### src/rtl/mem_dump_sequencer_pkg.sv
// Shared definitions for the data-memory dump path: FSM state encoding and
// word/byte geometry used by the sequencer and its serializer.
package mem_dump_sequencer_pkg;

    typedef enum logic [2:0] {
        ST_IDLE    = 3'd0,
        ST_READ    = 3'd1,
        ST_CAPTURE = 3'd2,
        ST_SEND    = 3'd3,
        ST_DONE    = 3'd4
    } state_t;

    localparam int DEF_MEM_ADDR_SIZE = 5;
    localparam int DEF_DATA_SIZE     = 32;
    localparam int BYTES_PER_WORD    = DEF_DATA_SIZE / 8;

    function automatic int bytes_per_word(input int data_size);
        return data_size / 8;
    endfunction

endpackage

### src/rtl/mem_dump_sequencer_if.sv
// Data-memory debug port and UART byte stream owned by the dump sequencer.
interface mem_dump_sequencer_if #(
    parameter int MEM_ADDR_SIZE = 5,
    parameter int DATA_SIZE     = 32
);
    logic                     o_debug_unit_flag;
    logic                     o_mem_read_enable;
    logic [MEM_ADDR_SIZE-1:0] o_mem_read_addr;
    logic [DATA_SIZE-1:0]     i_mem_read_data;
    logic [7:0]               o_tx_data;
    logic                     o_tx_valid;
    logic                     i_tx_ready;

    modport master (
        output o_debug_unit_flag, o_mem_read_enable, o_mem_read_addr,
        output o_tx_data, o_tx_valid,
        input  i_mem_read_data, i_tx_ready
    );

    modport slave (
        input  o_debug_unit_flag, o_mem_read_enable, o_mem_read_addr,
        input  o_tx_data, o_tx_valid,
        output i_mem_read_data, i_tx_ready
    );
endinterface

### src/rtl/word_serializer.sv
// Splits one captured memory word into bytes, LSB first, over a valid/ready
// handshake; flags the last byte so the sequencer knows when to move on.
module word_serializer
    import mem_dump_sequencer_pkg::*;
#(
    parameter int DATA_SIZE = DEF_DATA_SIZE
) (
    input  logic                 i_clk,
    input  logic                 i_reset,
    input  logic                 i_load,
    input  logic                 i_clear,
    input  logic [DATA_SIZE-1:0] i_word,
    input  logic                 i_ready,
    output logic [7:0]           o_data,
    output logic                 o_valid,
    output logic                 o_last
);
    localparam int BPW   = bytes_per_word(DATA_SIZE);
    localparam int IDX_W = (BPW > 1) ? $clog2(BPW) : 1;
    localparam logic [IDX_W-1:0] LAST_IDX = IDX_W'(BPW - 1);

    logic [DATA_SIZE-1:0] r_word;
    logic [IDX_W-1:0]     r_idx;
    logic                 r_valid;

    assign o_data  = r_word[{r_idx, 3'b000} +: 8];
    assign o_valid = r_valid;
    assign o_last  = (r_idx == LAST_IDX);

    // Clear beats load so an abort in the capture cycle never starts a send.
    always_ff @(posedge i_clk or posedge i_reset) begin
        if (i_reset) begin
            r_word  <= '0;
            r_idx   <= '0;
            r_valid <= 1'b0;
        end else if (i_clear) begin
            r_valid <= 1'b0;
        end else if (i_load) begin
            r_word  <= i_word;
            r_idx   <= '0;
            r_valid <= 1'b1;
        end else if (r_valid && i_ready) begin
            if (o_last) begin
                r_valid <= 1'b0;
            end else begin
                r_idx <= r_idx + IDX_W'(1);
            end
        end
    end

endmodule

### src/rtl/mem_dump_sequencer.sv
// Walks every data-memory word while the pipeline is halted and streams it to
// the UART one byte at a time; owns the memory port for the whole dump.
module mem_dump_sequencer
    import mem_dump_sequencer_pkg::*;
#(
    parameter int MEM_ADDR_SIZE = DEF_MEM_ADDR_SIZE,
    parameter int DATA_SIZE     = DEF_DATA_SIZE
) (
    input  logic                 i_clk,
    input  logic                 i_reset,
    input  logic                 i_start,
    input  logic                 i_pipeline_halted,
    input  logic                 i_abort,
    output logic                 o_busy,
    output logic                 o_done,
    mem_dump_sequencer_if.master bus
);
    localparam logic [MEM_ADDR_SIZE-1:0] LAST_ADDR = '1;

    state_t                   r_state;
    logic [MEM_ADDR_SIZE-1:0] r_addr;
    logic                     r_busy;
    logic                     r_mem_re;
    logic                     r_done;

    logic       w_load;
    logic       w_clear;
    logic       w_valid;
    logic       w_last;
    logic       w_hs;
    logic [7:0] w_tx_data;

    assign w_clear = i_abort && (r_state != ST_IDLE);
    assign w_load  = (r_state == ST_CAPTURE);
    assign w_hs    = w_valid && bus.i_tx_ready;

    word_serializer #(
        .DATA_SIZE (DATA_SIZE)
    ) u_ser (
        .i_clk   (i_clk),
        .i_reset (i_reset),
        .i_load  (w_load),
        .i_clear (w_clear),
        .i_word  (bus.i_mem_read_data),
        .i_ready (bus.i_tx_ready),
        .o_data  (w_tx_data),
        .o_valid (w_valid),
        .o_last  (w_last)
    );

    assign bus.o_debug_unit_flag = r_busy;
    assign bus.o_mem_read_enable = r_mem_re;
    assign bus.o_mem_read_addr   = r_addr;
    assign bus.o_tx_data         = w_tx_data;
    assign bus.o_tx_valid        = w_valid;
    assign o_busy                = r_busy;
    assign o_done                = r_done;

    // Outputs are registered alongside the state they belong to.
    always_ff @(posedge i_clk or posedge i_reset) begin
        if (i_reset) begin
            r_state  <= ST_IDLE;
            r_addr   <= '0;
            r_busy   <= 1'b0;
            r_mem_re <= 1'b0;
            r_done   <= 1'b0;
        end else begin
            r_mem_re <= 1'b0;
            r_done   <= 1'b0;
            case (r_state)
                ST_IDLE: begin
                    if (i_start && i_pipeline_halted) begin
                        r_addr   <= '0;
                        r_state  <= ST_READ;
                        r_mem_re <= 1'b1;
                        r_busy   <= 1'b1;
                    end
                end
                ST_READ:    r_state <= ST_CAPTURE;
                ST_CAPTURE: r_state <= ST_SEND;
                ST_SEND: begin
                    if (w_hs && w_last) begin
                        if (r_addr == LAST_ADDR) begin
                            r_state <= ST_DONE;
                            r_done  <= 1'b1;
                        end else begin
                            r_addr   <= r_addr + 1'b1;
                            r_state  <= ST_READ;
                            r_mem_re <= 1'b1;
                        end
                    end
                end
                ST_DONE: begin
                    r_state <= ST_IDLE;
                    r_busy  <= 1'b0;
                end
                default: begin
                    r_state <= ST_IDLE;
                    r_busy  <= 1'b0;
                end
            endcase
            // Abort overrides whatever transition was chosen above.
            if (w_clear) begin
                r_state  <= ST_IDLE;
                r_busy   <= 1'b0;
                r_mem_re <= 1'b0;
                r_done   <= 1'b0;
            end
        end
    end

endmodule

### src/flat_wrapper.sv
// flat-port wrapper written by rule: the top's interface ports become plain ports
module mem_dump_sequencer_flat import mem_dump_sequencer_pkg::*;
#(
    parameter int MEM_ADDR_SIZE = DEF_MEM_ADDR_SIZE,
    parameter int DATA_SIZE     = DEF_DATA_SIZE
)
  (i_clk, i_reset, i_start, i_pipeline_halted, i_abort, o_busy, o_done, bus_o_debug_unit_flag, bus_o_mem_read_enable, bus_o_mem_read_addr, bus_o_tx_data, bus_o_tx_valid, bus_i_mem_read_data, bus_i_tx_ready);
  mem_dump_sequencer_if #(.MEM_ADDR_SIZE(MEM_ADDR_SIZE), .DATA_SIZE(DATA_SIZE)) bus_i ();
  input  logic i_clk;
  input  logic i_reset;
  input  logic i_start;
  input  logic i_pipeline_halted;
  input  logic i_abort;
  output logic o_busy;
  output logic o_done;
  output wire logic [$bits(bus_i.o_debug_unit_flag)-1:0] bus_o_debug_unit_flag;
  output wire logic [$bits(bus_i.o_mem_read_enable)-1:0] bus_o_mem_read_enable;
  output wire logic [$bits(bus_i.o_mem_read_addr)-1:0] bus_o_mem_read_addr;
  output wire logic [$bits(bus_i.o_tx_data)-1:0] bus_o_tx_data;
  output wire logic [$bits(bus_i.o_tx_valid)-1:0] bus_o_tx_valid;
  input wire logic [$bits(bus_i.i_mem_read_data)-1:0] bus_i_mem_read_data;
  input wire logic [$bits(bus_i.i_tx_ready)-1:0] bus_i_tx_ready;
  assign bus_o_debug_unit_flag = bus_i.o_debug_unit_flag;
  assign bus_o_mem_read_enable = bus_i.o_mem_read_enable;
  assign bus_o_mem_read_addr = bus_i.o_mem_read_addr;
  assign bus_o_tx_data = bus_i.o_tx_data;
  assign bus_o_tx_valid = bus_i.o_tx_valid;
  assign bus_i.i_mem_read_data = bus_i_mem_read_data;
  assign bus_i.i_tx_ready = bus_i_tx_ready;
  mem_dump_sequencer #(.MEM_ADDR_SIZE(MEM_ADDR_SIZE), .DATA_SIZE(DATA_SIZE)) u_core (.i_clk(i_clk), .i_reset(i_reset), .i_start(i_start), .i_pipeline_halted(i_pipeline_halted), .i_abort(i_abort), .o_busy(o_busy), .o_done(o_done), .bus(bus_i));
endmodule
### config.mk
export PLATFORM = sky130hd
export DESIGN_NAME = mem_dump_sequencer_flat
export DESIGN_NICKNAME = d
export VERILOG_FILES = /design/src/rtl/mem_dump_sequencer_pkg.sv /design/src/rtl/mem_dump_sequencer_if.sv /design/src/rtl/word_serializer.sv /design/src/rtl/mem_dump_sequencer.sv /design/src/flat_wrapper.sv
export SDC_FILE = /design/constraint.sdc
export NUM_CORES = 1
export LEC_CHECK = 0
export CORE_ASPECT_RATIO = 0.9
export CORE_MARGIN = 1.5
export CORE_UTILIZATION = 40
export CTS_CLUSTER_DIAMETER = 50
export CTS_CLUSTER_SIZE = 16
export DETAILED_ROUTE_END_ITERATION = 10
export PLACE_DENSITY = 0.71
export SLEW_MARGIN = 20
export SYNTH_ARGS = -nofsm -noshare
export SYNTH_HDL_FRONTEND = slang
export SYNTH_SLANG_ARGS = --single-unit
### constraint.sdc
create_clock -name i_clk -period 2.1 [get_ports i_clk]
set_clock_uncertainty 0.05 [all_clocks]
set_input_delay 0.42 -clock i_clk [delete_from_list [all_inputs] [get_ports i_clk]]
set_output_delay 0.42 -clock i_clk [all_outputs]
set_load 0.01 [all_outputs]
==> results summary <==
The critical path's top delay family is multiplexers. The number of buffers created by CTS came out at 5. The biggest fanout along the worst timing path came out at 5. The worst reg2reg path depth is 7.

In the final design database the tool counted 247 nets. The height of the die is just over 70 um. The residual overflow from global routing is 0. The cell area that synthesis handed to floorplanning was 2080 sq um.

Of the total power, the share spent switching nets is between 20% and 30%. The iteration-0 DRC count of the detailed router is 86. After layout, the design draws a total of between 3 and 4 mW. The share of synthesized area in the top cell type comes to between 50% and 60%. The leading register cell type out of synthesis is sky130_fd_sc_hd__dfrtp_1.

The worst setup path is launched from a flip-flop. The relative slew slack is between 70 and 80%. The number of top-level design ports came out at 56. In this run, synthesis inferred 0 flip-flops with an integrated enable. The clock latency reported for the late side of the worst-skew pair came out at approximately 0.30 ns. Setup slack on the critical path of the routed design comes to between 0.07 and 0.08 ns. Once the floorplan was initialized, standard cells occupied between 40 and 50% of the core. The worst register-to-register path begins at u_core.bus.o_mem_read_addr[0]$_DFFE_PP0P_. The routed wirelength normalized by instance count came out at between 15 and 20 um. In this run the worst hold path is classified as input port to async pin. The synthesized instance count is around 140. The arrival time of data at the critical path endpoint is roughly 1.6 ns. The critical path crosses 2 cells after its start point. The HPWL after detailed placement came out at approximately 3.2 mm. In this run, the combinational gates consume between 30 and 40% of the power. The worst hold margin is between 0.4 and 0.5 ns. TritonCTS built the clock tree.

From left edge to right edge, the die measures 79 um. After detailed routing, the number of vias per cell comes to around 5.2. STA classifies the critical path endpoint as a primary output.

The number of design rule violations left after detail routing came out at 0. The power density over cell area came out at approximately 1100 nW/um^2. Together, buffers and inverters on the worst path number 1.

The data required time of the critical path came out at about 1.6 ns. The H-tree was split into 2 levels. The largest stage delay on the critical path is 0.51 ns. The static leakage is 1.20 nW.

The post-synthesis cell type count came out at 29. The worst-case clock buffer depth came out at 2. The part of the Yosys area used for sequential elements came out at 55.4%.

The number of buffers added on ports came out at 55. For the final routed database, the setup TNS stands at 0 ns. The wire length of the first global-routing pass is 7.34 mm. The total global-route track usage came out at 17.1%. In this run the worst setup path begins at u_core.u_ser.r_idx[1]$_DFFE_PP0P_. The clock network power share is 18.5%. The power share of the sequential group came out at 45.0%. The max capacitance violation total came out at 0.

The Yosys warning count came out at 0. The power dissipated by switching net loads is 0.891 mW. The minimum clock period came out at a little over 2 ns. The cell sitting at the root of the clock tree is a sky130_fd_sc_hd__clkbuf_8. Setup repair after global routing left no endpoint under its margin.

For this block, the via count after detailed routing is ~1400. The worst slack at placement is between 0.03 and 0.04 ns. The die footprint came out at 5640 sq um. The final critical-path share of the clock period is a little over nine tenths. The worst ir drop on vdd came out at just over 0.0005 V. Setup violations remaining at the end of the flow were counted as 0. The post-synthesis net count came out at 183. Entering global routing, the biggest net connects 33 pins. The top cell types in the final layout, fill and taps aside, are 47 x sky130_fd_sc_hd__clkdlybuf4s50_1, 44 x sky130_fd_sc_hd__dfrtp_1, 31 x sky130_fd_sc_hd__mux2_2. The internal power came out at between 2 and 2.5 mW. The synthesized area per cell is ~15 sq um. The slew at the pin closest to its max-slew limit came out at ~0.39 ns. The site row count is 24.

The synthesis-stage register bit count is 46. The area growth from synthesis to layout is 35.4%. The maximum clock frequency is 494 MHz. The via count of the first global-routing pass came out at 1480. The congestion estimate from routability-driven global placement came to around 0.90. The initial antenna violation count came to 0.

The count of antenna-violating nets left after detailed routing came out at 0. For this block, the routed nets add up to between 4 and 5 mm of wire. The flow ran to the end, and the final reports show no timing, DRC or antenna violations.

The number of diodes came out at 0. The kind of critical path is flip-flop to primary output. The number of hold buffers added after cts is 0.

Traced cell by cell, the critical path runs through mux4_2 > dlygate4sd2_1. The number of hold violations in the final report was 0. The largest individual stage delay along the critical path comes from the cell sky130_fd_sc_hd__mux4_2.

Sorting the synthesized cells by area gives the leading types as sky130_fd_sc_hd__dfrtp_1 55%, sky130_fd_sc_hd__mux2_2 17%, sky130_fd_sc_hd__mux4_2 8.7%. The library cell used most frequently in the layout, excluding fill and tap cells, is sky130_fd_sc_hd__clkdlybuf4s50_1. sky130_fd_sc_hd__dfrtp_1 takes more of the synthesized area than any other cell. The area of the placeable core came out at slightly below 5000 sq um. The final-report max-slew violation count is 0. The clock transition at the registers of the reported paths is ~0.090 ns. The iteration count of the initial detailed-routing pass is 4. Of the cells placed in the final design, the portion with a size suffix greater than 1 is approximately a third.

The share of async-settable or async-resettable flops after synthesis came out at 100%. The clock net in this run drives a total of between 40 and 50 sinks.
-- worst reg2reg max path, stage by stage, from the launching register on --
cell and delay [ns]:
sky130_fd_sc_hd__dfrtp_1 0.45, sky130_fd_sc_hd__ha_1 0.24, sky130_fd_sc_hd__and3_1 0.18, sky130_fd_sc_hd__ha_1 0.23, sky130_fd_sc_hd__nor2_1 0.17, sky130_fd_sc_hd__and3_2 0.25, sky130_fd_sc_hd__nand4_1 0.14, sky130_fd_sc_hd__mux2i_1 0.15
-- cells in the mapped netlist, types with 3 or more instances --
cell and count:
sky130_fd_sc_hd__buf_6 3, sky130_fd_sc_hd__mux4_2 8, sky130_fd_sc_hd__nor2_1 9, sky130_fd_sc_hd__ha_1 3
sky130_fd_sc_hd__mux2_2 31, sky130_fd_sc_hd__and3_1 4, sky130_fd_sc_hd__nand2_1 3, sky130_fd_sc_hd__o21ai_0 3
sky130_fd_sc_hd__dfrtp_1 46, sky130_fd_sc_hd__buf_2 4, sky130_fd_sc_hd__nand3_1 3, sky130_fd_sc_hd__a22o_1 3
-- sequential cells by signal (all words and copies together) (netlist names) --
register and flops:
u_core.u_ser.r_word 32, u_core.u_ser.r_idx 2, u_core.bus.o_mem_read_enable 1, u_core.bus.o_mem_read_addr 5, u_core.bus.o_debug_unit_flag 1, u_core.o_done 1, u_core.r_state 3, u_core.u_ser.o_valid 1
-- kinds of logic after synthesis --
family                   count (synthesis)  share of synthesized area (%)
adder cells (fa/ha/maj)                  3                           1.81
multiplexers                            42                           27.0
AND/OR/NAND/NOR                         29                           8.36
flip-flops                              46                           55.4
XOR/XNOR                                 1                          0.421
AO/OA/AOI/OAI                           11                           3.73
buffers and inverters                   10                           3.31
-- layer usage --
layer	wire length, um	vias to the layer above	part of all wire [%]	GRT usage (%)
met4	49	0	1.1	7.02
met2	2210	35	51	28.4
met3	171	2	4.0	4.08
met1	1880	714	44	21.5
met5	0	-	0	0
li1	-	658	-	-
-- final cells by class --
type | instances | area [sq um]
clock buffers | 6 | 82.6
clock inverters | 2 | 12.5
fillers | 426 | 2110
inverters | 2 | 7.51
multi-input cells | 86 | 860
flip-flops and latches | 46 | 1150
well taps | 65 | 81.3
repair buffers | 65 | 619
-- stage by stage --
| stage | cell area, sq um | utilization, % | instances |
|---|---|---|---|
| 2_1_floorplan | 2080 | - | 142 |
| 3_3_place_gp | 2720 | 55.1 | 261 |
| 3_5_place_dp | 2720 | 55.1 | 261 |
| 4_1_cts | 2830 | 57.5 | 273 |
| 5_1_grt | 2820 | 57.2 | 272 |
| 6_report | 2820 | 57.2 | 272 |
-- power by group through the flow --
stage	sequential (mW)	clock (mW)	combinational, mW
3_5_place_dp	1.42	0	1.20
5_1_grt	1.44	0.630	1.22
6_report	1.39	0.568	1.12
4_1_cts	1.38	0.585	1.18
3_3_place_gp	1.40	0	1.17
2_1_floorplan	1.31	0	0.750
-- worst paths after layout --
check                                                             to  slack (ns)
max reg2reg                u_core.bus.o_mem_read_addr[3]$_DFFE_PP0P_        0.14
min                               u_core.u_ser.r_word[4]$_DFFE_PP0P_        0.43
min in group i_clk               u_core.u_ser.r_word[28]$_DFFE_PP0P_        0.44
max in group asynchronous          u_core.u_ser.r_idx[1]$_DFFE_PP0P_        1.31
min reg2reg                      u_core.u_ser.r_word[28]$_DFFE_PP0P_        0.44
max                                                 bus_o_tx_data[2]        0.08
-- timing repair --
action,in CTS,in global routing
setup endpoints to repair,8,5
setup buffers,4,0
gates resized for setup,17,3
Power figures use the tool's default switching activity.
